**src/rtl/max7219_scroller.sv**
```systemverilog
// -----------------------------------------------------------------------------
// max7219_scroller
//
// Column FIFO feeding a scrolling 8x8 frame. Columns arrive over a valid/ack
// handshake and queue in a DEPTH-entry FIFO. A free-running step counter fires
// once every STEP_CYCLES clocks; on each step the oldest queued column is
// shifted into the low byte of the frame and the oldest frame column falls off
// the top. With an empty FIFO the frame either scrolls in a blank column
// (FILL_BLANK=1) or holds still (FILL_BLANK=0).
//
// Parameters
//   STEP_CYCLES  clocks per scroll step (2..2^24)
//   DEPTH        FIFO depth, power of two (2..256)
//   FILL_BLANK   1 = scroll in 8'h00 when empty at a step, 0 = hold the frame
//
// Ports
//   clock      sole clock, rising edge
//   reset      asynchronous, active-high
//   in_column  one display column, bit n = row n
//   in_valid   in_column is valid
//   in_ack     FIFO can accept a column this cycle (registered count only)
//   out_frame  [7:0] newest column ... [63:56] oldest column
//   out_step   one-cycle pulse while a freshly shifted frame is presented
//   out_empty  FIFO holds zero columns
// -----------------------------------------------------------------------------
module max7219_scroller #(
    parameter int STEP_CYCLES = 1000000,
    parameter int DEPTH       = 16,
    parameter int FILL_BLANK  = 1
) (
    input  logic        clock,
    input  logic        reset,
    input  logic [7:0]  in_column,
    input  logic        in_valid,
    output logic        in_ack,
    output logic [63:0] out_frame,
    output logic        out_step,
    output logic        out_empty
);

    localparam int AW = $clog2(DEPTH);
    localparam int CW = AW + 1;
    localparam int SW = $clog2(STEP_CYCLES);

    localparam logic [SW-1:0] STEP_LAST = SW'(STEP_CYCLES - 1);
    localparam logic [CW-1:0] COUNT_MAX = CW'(DEPTH);

    logic [7:0]    mem [DEPTH];
    logic [AW-1:0] wr_ptr;
    logic [AW-1:0] rd_ptr;
    logic [CW-1:0] count;
    logic [SW-1:0] step_cnt;

    logic       step_hit;
    logic       push;
    logic       pop;
    logic       shift;
    logic [7:0] shift_col;

    // in_ack depends only on the registered count (and reset), never on
    // in_valid, so upstream logic can form in_valid from in_ack freely.
    // Gating with reset keeps the handshake closed while reset is held.
    assign in_ack    = ~reset & (count < COUNT_MAX);
    assign out_empty = (count == '0);

    // NOTE: every signal assigned in always_comb gets a default first, so no
    // path leaves it unassigned and no latch is inferred.
    always_comb begin
        step_hit  = 1'b0;
        push      = 1'b0;
        pop       = 1'b0;
        shift     = 1'b0;
        shift_col = 8'h00;

        step_hit = (step_cnt == STEP_LAST);
        push     = in_valid & in_ack;
        // Pop decision uses the count at the start of the cycle, so a column
        // pushed into an empty FIFO during a step cycle waits for the next step.
        pop      = step_hit & (count != '0);
        shift    = pop | (step_hit & (FILL_BLANK != 0));
        if (pop) begin
            shift_col = mem[rd_ptr];
        end
    end

    // Free-running step cadence, independent of FIFO traffic.
    // NOTE: sequential state uses non-blocking assignments so every register
    // samples the pre-edge values of its neighbours regardless of block order.
    always_ff @(posedge clock or posedge reset) begin
        if (reset) begin
            step_cnt <= '0;
        end else if (step_hit) begin
            step_cnt <= '0;
        end else begin
            step_cnt <= step_cnt + SW'(1);
        end
    end

    // NOTE: the storage array carries no reset; emptiness is defined by the
    // pointers and count, so clearing them discards the contents.
    always_ff @(posedge clock) begin
        if (push) begin
            mem[wr_ptr] <= in_column;
        end
    end

    // Pointers wrap naturally because DEPTH is a power of two.
    always_ff @(posedge clock or posedge reset) begin
        if (reset) begin
            wr_ptr <= '0;
            rd_ptr <= '0;
            count  <= '0;
        end else begin
            if (push) begin
                wr_ptr <= wr_ptr + AW'(1);
            end
            if (pop) begin
                rd_ptr <= rd_ptr + AW'(1);
            end
            unique case ({push, pop})
                2'b10:   count <= count + CW'(1);
                2'b01:   count <= count - CW'(1);
                default: count <= count;
            endcase
        end
    end

    // Frame shift register and step pulse; out_step marks the cycle in which
    // the newly shifted frame is first visible.
    always_ff @(posedge clock or posedge reset) begin
        if (reset) begin
            out_frame <= 64'h0;
            out_step  <= 1'b0;
        end else begin
            out_step <= shift;
            if (shift) begin
                out_frame <= {out_frame[55:0], shift_col};
            end
        end
    end

endmodule
```
**config.mk**
```make
export PLATFORM = sky130hd
export DESIGN_NAME = max7219_scroller
export DESIGN_NICKNAME = d
export VERILOG_FILES = /design/src/rtl/max7219_scroller.sv
export SDC_FILE = /design/constraint.sdc
export NUM_CORES = 1
export LEC_CHECK = 0
export ABC_CLOCK_PERIOD_IN_PS = 3300
export CAP_MARGIN = 0
export CORE_MARGIN = 1.5
export CORE_UTILIZATION = 57
export CTS_CLUSTER_DIAMETER = 50
export DETAILED_ROUTE_END_ITERATION = 10
export PLACE_DENSITY = 0.91
export SLEW_MARGIN = 20
export SYNTH_ARGS = -nofsm -noshare
export SYNTH_HDL_FRONTEND = slang
export SYNTH_SLANG_ARGS = --single-unit
```
**constraint.sdc**
```tcl
create_clock -name clock -period 3.3 [get_ports clock]
set_input_delay 0.33 -clock clock [delete_from_list [all_inputs] [get_ports clock]]
set_output_delay 0.33 -clock clock [all_outputs]
set_load 0.005 [all_outputs]
```
---- Word level (Yosys, flattened, before mapping) ----
Memories as Yosys holds them, arrays and structs flattened.
Index checks and enable logic that the tools add are counted.
word-level totals
  bits in registers ....................... 98
  RAM bits ................................ 128
  output and inout bits ................... 67
  word-level logic and storage cells ...... 29
  memories kept ........................... 1
memories
  name  words  bits a word  read ports  clocked after memory_dff  wr ports  line  RTL
  mem   16     8            1           0                         1         48    logic [7:0] mem [DEPTH];
operators by class
  $add $sub $neg .......................... 5
  order comparisons ....................... 1
  equality and inequality tests ........... 3
  multiplexer cells ....................... 5
  bitwise operators ....................... 5
  reduce and logical (&&, ||, !) cells .... 3
operator list
  operator                                                            number
  20-bit by 1-bit adder with 20-bit output, second input constant     1
  20-bit == test, second input constant                               1
  20-bit 2-to-1 mux                                                   1
  5-bit case mux with 2 select lines                                  1
  4-bit by 1-bit adder with 4-bit output, second input constant       2
  8-bit 2-to-1 mux                                                    1
  5-bit by 1-bit adder with 5-bit output, second input constant       1
  5-bit logical NOT                                                   1
  5-bit less-than comparator, second input constant                   1
  5-bit nonzero test                                                  1
  5-bit by 1-bit subtractor with 5-bit output, second input constant  1
  1-bit bitwise AND                                                   3
  2-bit by 1-bit == test with 1-bit output, second input constant     1
  2-bit == test, second input constant                                1
  1-bit 2-to-1 mux                                                    2
  2-bit nonzero test                                                  1
  1-bit NOT                                                           1
  1-bit OR                                                            1

---- Depth between registers and ports, before layout ----
  word-level depth ........................ 5
  mapped depth ............................ 14
  depth with buffers taken out ............ 12

---- Worst setup path after synthesis ----
OpenSTA, ideal clock, no wires.
  path kind ............................... register -> register
  start ................................... register step_cnt[0]
  end ..................................... register count[4]
  arrival ................................. 2719 ps
  path slack .............................. 502 ps
  stages on the path, launching flop included .. 15
  buffers on the path ..................... 2
  period minus slack after synthesis ...... 2798 ps
  cell sequence ........................... dfrtp_1 ha_1 and4_1 nand4_1 nor3_2 buf_2 ha_1 clkbuf_1 xor2_1 ha_1 nand2_1 nor2_1 o21ai_0 a31oi_1 xor2_1
between the ends
  longest elaborated chain between the ends .. 4
  elaborated cells on any way between the ends .. 6
  classes of those cells .................. eq/ne (3); mux (1); bitwise (1); reduce/logical (1)
ends and longest elaborated chain
  what                                                                       line  RTL
  start: declaration                                                         52    logic [SW-1:0] step_cnt;
  start signal: assignment                                                   95    step_cnt <= step_cnt + SW'(1);
  20-bit == test *                                                           75    step_hit = (step_cnt == STEP_LAST);
  1-bit bitwise AND *                                                        79    pop = step_hit & (count != '0);
  net pop                                                                    56    logic pop;
  2-bit by 1-bit == test with 1-bit output or 2-bit == test (tied branches)  120   unique case ({push, pop})
  5-bit case mux with 2 select lines or 2-bit nonzero test (tied branches)   -
  end signal: assignment                                                     121   2'b10: count <= count + CW'(1);
  end signal: assignment                                                     122   2'b01: count <= count - CW'(1);
  end signal: assignment                                                     123   default: count <= count;
  end: declaration                                                           51    logic [CW-1:0] count;
Mark *: on every way through the listed nets, which the timed path passes. The rest lies on a longest branch.
A chain may end at the register's enable or synchronous reset.

---- Final worst setup path ----
  start ................................... register step_cnt[0]
  end ..................................... register count[4]
between the ends
  longest elaborated chain between the ends .. 4
  elaborated cells on any way between the ends .. 6
  classes of those cells .................. eq/ne (3); mux (1); bitwise (1); reduce/logical (1)
ends and longest elaborated chain
  what                                                                       line
  20-bit == test *                                                           75
  1-bit bitwise AND *                                                        79
  2-bit by 1-bit == test with 1-bit output or 2-bit == test (tied branches)  120
  5-bit case mux with 2 select lines or 2-bit nonzero test (tied branches)   -
Every way passes the cells marked *; elsewhere a longest branch is shown, timed or not.

==> results.md <==
- Status: finished, final reports clean
- Yosys Warn Count: 0
- Final #Nets: between 700 and 800
- Antenna violations before repair: 0
- Worst setup path class: flop to flop
- Final Critical Period: ~2.8 ns
- Max stage delay cell, worst path: dfrtp_1
- Cell taking the most area after synthesis: edfxtp_1
- P_int: 4540 uW
- Post-DP HPWL: between 10,000 and 15,000 um
- Grt ovf: 0
- Die height: approximately 130 um
- CP required: approximately 3.7 ns
- Synthesized area: around 9000 sq um
- CTS Buf Count: 23
- CTS tree: done
- Tcrit/Tclk final: between 80% and 90%
- Starting DRT DRC Count: about 570
- DIE AREA: around 17,000 sq um
- Max Cap Viol: 0
- Sum Neg Setup Slack: 0 ns
- Synth Area per Inst: ~14 sq um
- Gr usage total: between 20% and 30%
- Reg2reg start: step_cnt[0]
- CP arrival: ~3.2 ns
- Main synth FF type: edfxtp_1
- Final WS setup: approximately 0.54 ns
- CP cell instances: ha_1 > and4_1 > nand4_1 > nor3_2 > ha_1 > xor2_1 > ha_1 > nand2_1 > nor2_1 > o21ai_0 > a31oi_1 > xor2_1
- Die width: ~130 um
- Max Fclk: roughly 360 MHz
- Yosys top cell area share: roughly 42%
- LEAKAGE: between 0.004 and 0.005 uW
- Drt total wl: 18,400 um
- # rows: 45
- Worst Hold Class: input port to async pin
- Fraction of layout cells with a size suffix above 1: about a tenth
- Clock Power Share: between 30 and 40%
- Placed Cells: approximately 890
- Asr flop ratio synth: approximately 43%
- PD cells: ~560 nW/um^2
- Least-Margin Pin Slew: slightly above 0.8 ns
- Final hold violations: 0
- Initial Util: 58.9%
- Net Sw Power: 1330 uW
- Clk root buf: clkbuf_16
- Mapped Cells: 630
- Crit path largest cell delay: ~0.39 ns
- Clock Sink Count: ~230
- Clock-pin slew on the worst setup and hold paths: around 0.06 ns
- Vias in the first global route: about 5.4k
- First-pass GRT wire length: 29,400 um
- Setup Fix Bufs, Post-CTS: 0
- Startpoint types: flop
- Utilization after layout: about 69%
- Final setup vio count: 0
- Critical Path Fanout Max: 9
- Sequential area share after synthesis: 69.6%
- Switching part of the total power: between 20% and 30%
- CTS-repair resized insts: 0
- Most area-consuming cells after synthesis: edfxtp_1 42%, dfrtp_1 27%, mux4_2 8.0%
- Netlist cell types: between 40 and 50
- Peak supply drop: approximately 0.00055 V
- Post-synth EDFFs: 128
- Worst setup startpoint: step_cnt[0]
- Final cell count without fillers: around 930
- Net Count, Synth: between 600 and 700
- CP endpoint kind: flop
- Hold-fix buffers, CTS: 0
- H-tree Lvls: 1
- Pre-CTS setup slack: 0.455 ns
- DR DRC count: 0
- I/O pin cnt: between 70 and 80
- Max-slew headroom: 45.9%
- Core area: between 15,000 and 20,000 sq um
- Routed wire per std cell: approximately 20 um
- Ant. Diodes: 0
- Largest net degree at the start of global routing: 68
- Via Count: around 5.3k
- DRT antenna net count: 0
- Combinational power share: under 10%
- Clk Latency, worst-skew pair: 0.51 ns
- Slew Viols, Final: 0
- Clock skew: around 0.019 ns
- Drt pass-1 iters: 5
- Synth-to-Final Area Change: 16.9%
- Number of I/O port buffers: 77
- Clock Tree Buf Depth: 3
- RSZ-0062 raised after global routing: false
- Via density: roughly 5.7
- Cell mode on critical path: ha_1
- Reg power frac: between 50% and 60%
- Gpl congestion: around 0.8
- #FFs+latches synth: between 200 and 250
==> routing by layer <==
metal / vias to the layer above / track usage, % / share of wire, %
li1: 2390 / - / -
met1: 2680 / 30.1 / 40
met2: 239 / 40.4 / 51
met3: 39 / 4.03 / 6.2
met4: 0 / 8.20 / 2.9
met5: - / 0 / 0
==> worst paths after layout <==
kind / endpoint / slack [ns] / depth (start not counted)
worst max register to register: count[4] / 0.54 / 12
max in group asynchronous: out_frame[42] / 2.35 / 3
min in group clock: out_frame[56] / 0.48 / 2
worst min register to register: out_frame[56] / 0.48 / 2
worst max-delay path: count[4] / 0.54 / 12
worst min-delay path: wr_ptr[3] / 0.26 / 2
==> registers in the layout (all words and copies together), names as in the netlist <==
register / flops
mem: 128
wr_ptr: 4
count: 5
rd_ptr: 4
out_step: 1
step_cnt: 20
out_frame: 64
==> cells in the mapped netlist, types with 6 or more instances <==
| master | count |
|---|---|
| a22o_1 | 8 |
| a22oi_1 | 18 |
| and2_1 | 19 |
| buf_6 | 11 |
| clkbuf_1 | 7 |
| dfrtp_1 | 98 |
| edfxtp_1 | 128 |
| ha_1 | 9 |
| mux4_2 | 32 |
| nand2_1 | 187 |
| nand3_1 | 10 |
| nand4_1 | 7 |
| nor2_1 | 14 |
| o21ai_0 | 6 |
| xnor2_1 | 14 |
| xor2_1 | 14 |
==> through the flow <==
stage	total power [uW]	cell area, sq um	hold WS, ns
2_1_floorplan	3460	9050	0.429
5_1_grt	6060	10600	0.341
3_5_place_dp	3630	9920	0.468
4_1_cts	5910	10600	0.280
6_report	5870	10600	0.264
3_3_place_gp	3590	9920	0.456
==> area by class of cell <==
cell class / instances / area (sq um)
Sequential cell: 226 / 6300
Multi-Input combinational cell: 369 / 2510
Inverter: 5 / 22.5
Clock buffer: 29 / 598
Clock inverter: 9 / 53.8
Fill cell: 985 / 4790
Timing Repair Buffer: 82 / 833
Tap cell: 211 / 264
==> power groups by stage <==
stage	registers [uW]	logic [uW]	clock network (uW)
floorplan	3230	236	0
global placement	3250	334	0
detailed placement	3260	361	0
CTS	3210	365	2330
global route	3220	397	2440
finish	3210	362	2290
==> cells in the final DEF, fill, tap and decap left out, types with 14 or more instances in the layout <==
| cell | n |
|---|---|
| nand2_1 | 187 |
| edfxtp_1 | 128 |
| mux4_2 | 32 |
| nor2_1 | 14 |
| dfrtp_1 | 97 |
| clkbuf_16 | 23 |
| clkdlybuf4s50_1 | 77 |
| a22oi_1 | 18 |
| and2_1 | 19 |
| xor2_1 | 14 |
| xnor2_1 | 14 |
==> worst max-delay path, delay by kind of cell, from the launching register on <==
kind,cells,cell delay [ns]
fa+ha+maj,3,0.84
simple gates,5,0.78
flops,1,0.39
xor+xnor,2,0.35
compound gates,2,0.32
==> cells by family after synthesis <==
logic type / Yosys count / synth area share (%)
adder cells (fa/ha/maj): 9 / 1.24
XOR/XNOR: 28 / 2.71
buffers and inverters: 35 / 2.68
AO/OA/AOI/OAI: 36 / 2.89
multiplexers: 34 / 8.22
AND/OR/NAND/NOR: 262 / 12.7
flip-flops: 226 / 69.6
(Power assumes the default switching activity.)
